===== config.mk =====
export PLATFORM = sky130hd
export DESIGN_NAME = param_tcounter
export DESIGN_NICKNAME = d
export VERILOG_FILES = /design/src/rtl/param_tcounter.sv
export SDC_FILE = /design/constraint.sdc
export NUM_CORES = 1
export LEC_CHECK = 0
export BUFFER_PORTS_ARGS = -buffer_cell sky130_fd_sc_hd__buf_2
export CORE_AREA = 2 2 39 41
export DETAILED_ROUTE_END_ITERATION = 10
export DIE_AREA = 0 0 41 43
export PLACE_DENSITY = 0.37
export RECOVER_POWER = 50
export SLEW_MARGIN = 20
export SYNTH_ARGS = -nofsm -noshare
export SYNTH_HDL_FRONTEND = slang
export SYNTH_SLANG_ARGS = --single-unit

===== constraint.sdc =====
create_clock -name clk -period 1.5 [get_ports clk]
set_input_delay 0.075 -clock clk [delete_from_list [all_inputs] [get_ports clk]]
set_output_delay 0.075 -clock clk [all_outputs]
set_load 0.1 [all_outputs]

===== src/rtl/param_tcounter.sv =====
// ---------------------------------------------------------------------------
// param_tcounter
//   Generic modulo-N up/down event/cycle counter. It supports a synchronous
//   load with clamping, wrap or saturate at the range ends, a combinational
//   terminal-count strobe and a sticky overflow flag.
//
// Parameters
//   WIDTH    : counter width in bits (>= 1)
//   MODULUS  : count range 0..MODULUS-1 (2 <= MODULUS <= 2**WIDTH)
//   SATURATE : 0 = wrap at the range ends, 1 = hold at the range ends
//
// Ports
//   clk      in   rising-edge clock
//   rst      in   asynchronous active-high reset (q=0, ovf=0)
//   T        in   count enable, one step per clock
//   up       in   direction, 1 = increment, 0 = decrement
//   load     in   synchronous load strobe (highest priority)
//   load_val in   value to load, clamped to MODULUS-1
//   clr_ovf  in   synchronous clear of ovf (loses to a same-edge set)
//   q        out  registered count
//   q_gray   out  registered Gray code of q (only with GRAY_OUT_EN)
//   tc       out  terminal-count strobe (combinational)
//   ovf      out  sticky overflow/underflow flag
//
// Optional feature macro: GRAY_OUT_EN adds the q_gray output and register.
// The Gray output is only single-bit-change across the wrap when
// MODULUS == 2**WIDTH.
// ---------------------------------------------------------------------------
module param_tcounter #(
   parameter int WIDTH    = 3,
   parameter int MODULUS  = 8,
   parameter bit SATURATE = 1'b0
) (
   input  logic             clk,
   input  logic             rst,
   input  logic             T,
   input  logic             up,
   input  logic             load,
   input  logic [WIDTH-1:0] load_val,
   input  logic             clr_ovf,
   output logic [WIDTH-1:0] q,
`ifdef GRAY_OUT_EN
   output logic [WIDTH-1:0] q_gray,
`endif
   output logic             tc,
   output logic             ovf
);

   localparam logic [WIDTH-1:0] MAX  = WIDTH'(MODULUS - 1);
   // With a full binary range, the natural +1/-1 rollover performs the wrap.
   // In that case the clamp is a no-op because every load_val is in range.
   localparam bit               POW2 = (longint'(MODULUS) == (longint'(1) << WIDTH));

   logic [WIDTH-1:0] r_q;
   logic             r_ovf;
   logic             w_at_max;
   logic             w_at_min;
   logic [WIDTH-1:0] w_load_clamped;
   logic [WIDTH-1:0] w_up_next;
   logic [WIDTH-1:0] w_dn_next;
   logic [WIDTH-1:0] w_q_next;

   assign w_at_max = (r_q == MAX);
   assign w_at_min = (r_q == '0);

   assign tc = T & ~load & ((up & w_at_max) | (~up & w_at_min));

   generate
      if (POW2) begin : g_load_full
         assign w_load_clamped = load_val;
      end else begin : g_load_clamp
         assign w_load_clamped = (load_val > MAX) ? MAX : load_val;
      end

      if (POW2 && !SATURATE) begin : g_step_binary
         assign w_up_next = r_q + 1'b1;
         assign w_dn_next = r_q - 1'b1;
      end else if (SATURATE) begin : g_step_sat
         assign w_up_next = w_at_max ? r_q : r_q + 1'b1;
         assign w_dn_next = w_at_min ? r_q : r_q - 1'b1;
      end else begin : g_step_wrap
         assign w_up_next = w_at_max ? '0  : r_q + 1'b1;
         assign w_dn_next = w_at_min ? MAX : r_q - 1'b1;
      end
   endgenerate

   // Update priority: load first, then count, otherwise hold.
   always_comb begin
      w_q_next = r_q;
      if (load)
         w_q_next = w_load_clamped;
      else if (T)
         w_q_next = up ? w_up_next : w_dn_next;
   end

   always_ff @(posedge clk or posedge rst) begin
      if (rst)
         r_q <= '0;
      else
         r_q <= w_q_next;
   end

   // A set caused by tc wins over a clear on the same edge.
   always_ff @(posedge clk or posedge rst) begin
      if (rst)
         r_ovf <= 1'b0;
      else if (tc)
         r_ovf <= 1'b1;
      else if (clr_ovf)
         r_ovf <= 1'b0;
   end

   assign q   = r_q;
   assign ovf = r_ovf;

`ifdef GRAY_OUT_EN
   logic [WIDTH-1:0] r_q_gray;

   // Encoded from the next count so it tracks q on the same edge.
   always_ff @(posedge clk or posedge rst) begin
      if (rst)
         r_q_gray <= '0;
      else
         r_q_gray <= w_q_next ^ (w_q_next >> 1);
   end

   assign q_gray = r_q_gray;
`endif

endmodule


==> flow_summary.ini, run 1 <==
[worst_setup_path]
worstPathMaxFanout = 2
critPathArrivalTime_ps = 1680
worstReg2RegStart = q[2]
reg2reg_depth = 4
rr_endpoint = ovf
cp_data_required_time_ps = 1420
r2r_slack_ps = -10
critPathKind = reg2out
worstSetupStartpointType = flip-flop
worst_setup_path_end_kind = primary output

[yosys]
synth_top_area_cell = dfrtp_1
ys_warn_count = 0
syn_nets = 35
synth_top_area_share_pct = 40.2
ys_seq_area_share_pct = 40.2
ys_seq_elements = 4
syn_avg_cell_area_sq_um = 9.96
yosysUniqueCellTypes = 14
synthCells = 25
synth_area_sq_um = 249
yosys-top-cells-area = dfrtp_1 40%, fa_1 8.0%, mux2i_1 8.0%

[final_layout]
fillCellCount = 162
layout_common_cells = 12 x buf_2, 4 x inv_1, 3 x nand2_1, 3 x clkbuf_4
layout_commonest_cell = buf_2
drive_above_1_share_pct = 55.3
syn2layout_area_growth_pct = 78.9
n_antenna_cell = 0
postLayoutCellArea_sq_um = 445
final_nets = 58

[timing]
slew_headroom_pct = 67.9
worst_pin_slew_ps = 485
setup_slack_ps = -253
fmax_ghz = 0.570
post-route-min-period_ps = 1750
finalSetupViolCount = 2
rsz0062_at_grt = true
drv_slew = 0
min_period_over_period_pct = 117
finalHoldViolations = 0
skew_ps = 2.69

[place]
placed_area_sq_um = 394
io_buffers = 13
dp_hpwl_um = 547
dp_slack_ps = -45.8
globalplace.congestion = 0.703

[min_path]
hold-path-endpoint = q[1]
hp-start = load_val[1]
whs_path_depth = 3
hp-class = in2reg

[route]
detail_route.iter0.violations = 6
drc = 0
wl_per_cell_um = 10.7
dr_total_vias = 251
wirelength_um = 671
viasPerCell = 3.98
dr.pass1.iters = 2
ant_nets = 0

[power_and_ir_drop]
vdd_drop_max_v = 0.000310
power.density_nw_per_um2 = 1220
p_leak_nw = 0.221

[grt]
antenna_found_initial = 0
grt_max_degree = 9
grt_pass1_vias = 245
grt_overflow = 0
track_usage_pct = 10.7
grt_pass1_wl_mm = 1.09

[clock_network]
cts_sinks = 4
cts_tree = yes
clockBufferDepth = 2
numCtsBuffers = 3
cts-htree-levels = 1
cts_root_buf = clkbuf_4
cts.clk_slew.worst_paths_ps = 40
clk_latency_ps = 240

[die]
pin_count = 14
die_w_um = 41
die_h_um = 43
rows = 14
start_util_pct = 18.0
core-area_sq_um = 1380
die-area_sq_um = 1760

[outcome]
status = complete, but fails checks
violations = negative setup slack

[run]
cap_violations = 0
routing by layer:
layer	track usage (%)	vias to the layer above	part of all wire [%]
met2	13.8	9	52
met5	0	-	0
met4	14.0	0	2.4
met3	4.71	2	6.9
li1	-	128	-
met1	10.5	112	39
power by group:
part / switching (W) / internal (W) / total [W]
registers: 0.0000122 / 0.000129 / 0.000141
clock network: 0.0000525 / 0.000100 / 0.000153
logic: 0.000172 / 0.0000756 / 0.000247
layout make-up:
class                   count  area (sq um)  area share (%)
flip-flops and latches      4           109            24.4
repair buffers             18           120            27.0
clock buffers               4          26.3            5.90
well taps                  16          20.0            4.49
inverters                   4          15.0            3.37
multi-input cells          17           155            34.8
through the flow:
step	hold slack, ps	util (%)	power (W)	TNS [ps]	std cells
6_report	40.7	32.2	0.000541	-263	63
5_1_grt	45.2	32.2	0.000581	-364	63
3_3_place_gp	-34.6	28.5	0.000380	-30.3	57
3_5_place_dp	-34.3	28.5	0.000381	-45.8	57
2_1_floorplan	-159	-	0.000315	-1570	25
4_1_cts	36.7	31.6	0.000545	-353	63
state kept, by name (all words and copies together) (netlist names):
name	cells
q	3
ovf	1
Yosys cell counts, drive strengths merged:
master,n
a21o,1
a211oi,1
nand4,1
nor3b,1
nand2,3
mux2i,2
nor2b,1
dfrtp,4
xnor2,2
inv,4
fa,1
o21ai,2
a22oi,1
or4,1
critical path: stages (launching register included):
cell      delay [ps]
dfrtp_4          460
or4_4            500
a211oi_4         270
buf_12           210
worst max-delay path by stage:
stage | slack, ps | to | depth (start not counted) | from
after CTS | -300 | tc | 3 | q[2]
final | -250 | tc | 3 | q[2]
after floorplan | -800 | ovf | 3 | q[2]
after detailed placement | -50 | tc | 3 | q[2]
after global placement | -30 | tc | 3 | q[2]
after global routing | -300 | tc | 3 | q[2]
cell families after synthesis:
| logic type | Yosys count | synth area share (%) |
|---|---|---|
| fa+ha+maj | 1 | 8.04 |
| compound gates | 5 | 15.1 |
| simple gates | 7 | 15.6 |
| buf+inv | 4 | 6.03 |
| xor+xnor | 2 | 7.04 |
| mux | 2 | 8.04 |
| flops | 4 | 40.2 |
timing repair:
| action | in CTS | in global routing |
|---|---|---|
| buffers inserted | 1 | 0 |
| gates resized for setup | 0 | 2 |
| hold endpoints to repair | 4 | 0 |
| cloned | 0 | 0 |
| pin swaps | 2 | 1 |
| hold buffers | 1 | 0 |
| setup endpoints to repair | 1 | 3 |
No activity file was read; power rests on OpenSTA's default activity.
==> run 2: changes to the inputs <==
--- a/config.mk
+++ b/config.mk
@@ -5,12 +5,13 @@
 export SDC_FILE = /design/constraint.sdc
 export NUM_CORES = 1
 export LEC_CHECK = 0
+export ABC_CLOCK_PERIOD_IN_PS = 1500
 export BUFFER_PORTS_ARGS = -buffer_cell sky130_fd_sc_hd__buf_2
 export CORE_AREA = 2 2 39 41
 export DETAILED_ROUTE_END_ITERATION = 10
 export DIE_AREA = 0 0 41 43
 export PLACE_DENSITY = 0.37
-export RECOVER_POWER = 50
+export RECOVER_POWER = 25
 export SLEW_MARGIN = 20
 export SYNTH_ARGS = -nofsm -noshare
 export SYNTH_HDL_FRONTEND = slang
==> run 2 against run 1 <==
Fmax is the same. Worst hold slack is essentially flat. Setup slack is essentially flat. Final area grew 0.84%. Sequential share of layout area shrank 0.20 points. The flow still finishes with violations (negative setup slack). Flip-flop and latch count is the same. Critical path depth is the same. Combinational power is essentially flat. Non-clock buffer count is the same. First-iteration DRC count is the same. Via count is the same.
==> flow_summary.ini, run 2 (synthesis gave the netlist of run 1 again) <==
[power_and_ir_drop]
power_w = 0.000544
p_leak_nw = 0.225
power.density_nw_per_um2 = 1210
vdd_drop_max_v = 0.000313

[final_layout]
fillCellCount = 160
regArea_sq_um = 109
multi_input_area_sq_um = 155
final_nets = 58
syn2layout_area_growth_pct = 80.4
drive_above_1_share_pct = 57.4
layout_common_cells = 12 x buf_2, 4 x inv_1, 3 x nand2_1, 3 x clkbuf_4, 3 x buf_4
fin_util_pct = 32.5
n_antenna_cell = 0
finalNonFillerCells = 63
layout_commonest_cell = buf_2
largest_register_ffs = 3

[die]
rows = 14
start_util_pct = 18.0
die_h_um = 43
pin_count = 14
die-area_sq_um = 1760
die_w_um = 41
core-area_sq_um = 1380

[clock_network]
cts_tree = yes
cts.clk_slew.worst_paths_ps = 40
clk_latency_ps = 240
cts_root_buf = clkbuf_4
numCtsBuffers = 3
cts-htree-levels = 1
cts_sinks = 4
clockBufferDepth = 2

[grt]
grt_overflow = 0
grt_pass1_wl_mm = 1.09
grt_max_degree = 9
grt_pass1_vias = 245
antenna_found_initial = 0
track_usage_pct = 10.7

[timing]
rsz0062_at_grt = true
setup_tns_ps = -263
finalHoldViolations = 0
worst_pin_slew_ps = 485
slew_headroom_pct = 67.9
skew_ps = 2.69
holdWs_ps = 40.7
min_period_over_period_pct = 117
fmax_ghz = 0.570
post-route-min-period_ps = 1750
setup_slack_ps = -253
finalSetupViolCount = 2
drv_slew = 0

[worst_setup_path]
worstPathMaxFanout = 2
critPathArrivalTime_ps = 1680
slowest_delay_ps = 500
rr_endpoint = ovf
crit_slowest_cell = or4_4
cp_data_required_time_ps = 1420
reg2reg_depth = 4
worstSetupStartpointType = flip-flop
crit_chain = or4_4, a211oi_4, buf_12
worst_setup_path_end_kind = primary output
worstReg2RegStart = q[2]
critPathKind = reg2out
r2r_slack_ps = -10

[route]
ant_nets = 0
dr.pass1.iters = 2
wl_per_cell_um = 10.6
dr_total_vias = 251
drc = 0
detail_route.iter0.violations = 6
wirelength_um = 670
viasPerCell = 3.98

[outcome]
status = complete, but fails checks
violations = negative setup slack

[min_path]
hp-start = load_val[1]
hp-class = in2reg
hold-path-endpoint = q[1]
whs_path_depth = 3

[place]
globalplace.congestion = 0.703
io_buffers = 13
post-place-cells = 57
dp_hpwl_um = 547

[run]
cap_violations = 0
-- run 2: changes by cell type in the layout (fill, tap and decap cells not counted), sizes merged --
cell    delta
buf        +1
clkbuf     -1
-- run 2: how the worst max path moves through the flow --
| stage | cells after the start | endpoint | from | slack (ps) |
|---|---|---|---|---|
| floorplan | 3 | ovf | q[2] | -800 |
| finish | 3 | tc | q[2] | -250 |
| global placement | 3 | tc | q[2] | -30 |
| CTS | 3 | tc | q[2] | -300 |
| detailed placement | 3 | tc | q[2] | -50 |
| global route | 3 | tc | q[2] | -300 |
-- run 2: per-stage QoR --
step	worst slack [ps]	instance area, sq um
finish	-253	449
global placement	-30.3	394
CTS	-303	438
detailed placement	-45.8	394
floorplan	-799	272
global route	-302	449
-- run 2: repair_timing --
item                                    CTS  global route
endpoints found under the setup margin    1             3
hold buffers                              1             0
resized for setup                         0             2
gates cloned                              0             0
pin swaps                                 2             1
hold endpoints to repair                  4             0
setup buffers                             1             0
-- run 2: layer usage --
metal / vias up / routed length [um] / global-route usage [%] / share of wire, %
met3: 2 / 46 / 4.71 / 6.9
li1: 128 / - / - / -
met1: 112 / 259 / 10.5 / 39
met5: - / 0 / 0 / 0
met4: 0 / 16 / 14.0 / 2.4
met2: 9 / 348 / 13.8 / 52
-- run 2: final cells by class --
class                           count  share of cell area, %
Clock buffer                        4                   5.85
Multi-Input combinational cell     17                   34.5
Timing Repair Buffer               18                   27.6
Sequential cell                     4                   24.2
Inverter                            4                   3.34
Tap cell                           16                   4.46
-- run 2: where the power goes --
| part | leakage, nW | internal [W] | switching (W) |
|---|---|---|---|
| Combinational | 0.164 | 0.0000782 | 0.000172 |
| Clock | 0.0150 | 0.000100 | 0.0000525 |
| Sequential | 0.0465 | 0.000129 | 0.0000123 |
| Total | 0.225 | 0.000308 | 0.000236 |
-- run 2: critical path, delay by kind of cell (launching register included) --
family	cells	cell delay [ps]
buffers and inverters	1	210
AO/OA/AOI/OAI	1	270
flip-flops	1	460
AND/OR/NAND/NOR	1	500
==> run 3: changes to the inputs <==
--- a/config.mk
+++ b/config.mk
@@ -5,12 +5,12 @@
 export SDC_FILE = /design/constraint.sdc
 export NUM_CORES = 1
 export LEC_CHECK = 0
-export ABC_CLOCK_PERIOD_IN_PS = 1500
+export ABC_CLOCK_PERIOD_IN_PS = 1600
 export BUFFER_PORTS_ARGS = -buffer_cell sky130_fd_sc_hd__buf_2
 export CORE_AREA = 2 2 39 41
 export DETAILED_ROUTE_END_ITERATION = 10
 export DIE_AREA = 0 0 41 43
-export PLACE_DENSITY = 0.37
+export PLACE_DENSITY = 0.39
 export RECOVER_POWER = 25
 export SLEW_MARGIN = 20
 export SYNTH_ARGS = -nofsm -noshare
==> constraint.sdc (replaced) <==
create_clock -name clk -period 1.6 [get_ports clk]
set_input_delay 0.08 -clock clk [delete_from_list [all_inputs] [get_ports clk]]
set_output_delay 0.08 -clock clk [all_outputs]
set_load 0.1 [all_outputs]
==> run 3 against run 2 <==
The run still ends with negative setup slack left. Highest routed layer unchanged. Clock power down 8%. Non-clock buffer count down 3. Final area down 8.1%. Utilization down 2.6 points. Combinational power down 17%. Clock skew up 3.2 ps.
==> flow_summary.ini, run 3 (synthesis gave the netlist of run 1 again) <==
[power_and_ir_drop]
pwr-share-seq_pct = 28.2
power_w = 0.000484
p_clk_share_pct = 29.0
p_leak_nw = 0.204
p_sw_share_pct = 44.0
p_switching_w = 0.000213
vdd_drop_max_v = 0.000352
power.density_nw_per_um2 = 1170
p_int_w = 0.000271
p_comb_share_pct = 42.8

[worst_setup_path]
worstSetupStartpointType = flip-flop
worst_setup_path_end_kind = primary output
critPathKind = reg2out
worstPathMaxFanout = 2
critPathArrivalTime_ps = 1710
crit_start = q[2]
cp_data_required_time_ps = 1520
r2r_slack_ps = 100
worstReg2RegStart = q[0]

[timing]
setup_tns_ps = -193
finalSetupViolCount = 1
fmax_ghz = 0.558
worst_pin_slew_ps = 484
min_period_over_period_pct = 112
drv_slew = 0
rsz0062_at_grt = true
setup_slack_ps = -193
skew_ps = 5.87
post-route-min-period_ps = 1790
finalHoldViolations = 0
holdWs_ps = 48.6
slew_headroom_pct = 67.9

[run]
cap_violations = 0

[place]
io_buffers = 13
globalplace.congestion = 0.709
dp_hpwl_um = 526
placed_area_sq_um = 377

[grt]
grt_util_met1_pct = 8.77
top_usage_layer = met2
grt_pass1_vias = 248
use_met2_pct = 13.1
grt_max_degree = 9
grt_overflow = 0
antenna_found_initial = 0
grt_use_met3_pct = 1.57
grt_pass1_wl_um = 979
track_usage_pct = 8.86

[clock_network]
cts.clk_slew.worst_paths_ps = 40
cts_tree = yes
clockBufferDepth = 2
cts_root_buf = clkbuf_4
cts-htree-levels = 1
numCtsBuffers = 3
cts_resized = 0
cts_sinks = 4
clk_latency_ps = 240

[die]
die_h_um = 43
core-area_sq_um = 1380
die_w_um = 41
start_util_pct = 18.0
rows = 14
pin_count = 14
die-area_sq_um = 1760

[final_layout]
layout_commonest_cell = buf_2
n_antenna_cell = 0
drive_above_1_share_pct = 50.0
layout_common_cells = 12 x buf_2, 4 x inv_1, 3 x nand2_1, 3 x clkbuf_4
largest_register_ffs = 3
syn2layout_area_growth_pct = 65.8
postLayoutCellArea_sq_um = 413
final_nets = 55
fin_util_pct = 29.8

[route]
viasPerCell = 4.17
dr_total_vias = 250
ant_nets = 0
drc = 0
detail_route.iter0.violations = 1
wirelength_um = 612
wl_per_cell_um = 10.2
dr.pass1.iters = 4

[outcome]
violations = negative setup slack
status = complete, but fails checks

[min_path]
hp-start = load_val[1]
hp-class = in2reg
==> run 3: cell count changes in the layout (fill, tap and decap cells not counted) <==
| cell | delta |
|---|---|
| fa_1 | +1 |
| fa_2 | -1 |
| buf_4 | -2 |
| buf_6 | -1 |
| xnor2_2 | -1 |
| xnor2_1 | +1 |
==> run 3: worst max-delay path, cell delays in order (launching register included) <==
cell and delay (ps):
dfrtp_4 460, or4_4 530, a211oi_4 270, buf_12 210
==> run 3: area by class of cell <==
cell class                      count  area, sq um
Sequential cell                     4          109
Tap cell                           16         20.0
Clock buffer                        4         26.3
Inverter                            4         15.0
Multi-Input combinational cell     17          145
Timing Repair Buffer               15         97.6
Fill cell                         166          971
==> run 3: per-layer routing <==
metal,vias up,wire length [um]
li1,123,-
met1,116,238
met2,9,331
met3,2,29
met4,0,12
met5,-,0
==> run 3: path summary, 6_finish.rpt <==
kind                        end  depth (start not counted)
min in group asynchronous  q[0]                          3
setup reg to reg           q[2]                          4
max in group asynchronous  q[2]                          3
hold / removal             q[1]                          3
hold reg to reg             ovf                          1
setup / recovery             tc                          3
==> run 3: power groups by stage <==
stage          logic (W)  registers (W)  clock network, W
3_5_place_dp    0.000207       0.000139                 0
2_1_floorplan  0.0000552       0.000239                 0
6_report        0.000207       0.000136          0.000141
4_1_cts         0.000209       0.000137          0.000146
3_3_place_gp    0.000206       0.000137                 0
5_1_grt         0.000220       0.000140          0.000150
==> run 3: through the flow <==
| step | std cells | setup WS [ps] |
|---|---|---|
| floorplan | 25 | -699 |
| global placement | 55 | 63.4 |
| detailed placement | 55 | 47.8 |
| global route | 60 | -241 |
| finish | 60 | -193 |
| CTS | 60 | -207 |
==> run 3: what timing repair did <==
| item | in CTS | in global routing |
|---|---|---|
| setup buffers | 0 | 0 |
| endpoints found under the setup margin | 1 | 1 |
| hold buffers | 1 | 0 |
| endpoints found under the hold margin | 4 | 0 |
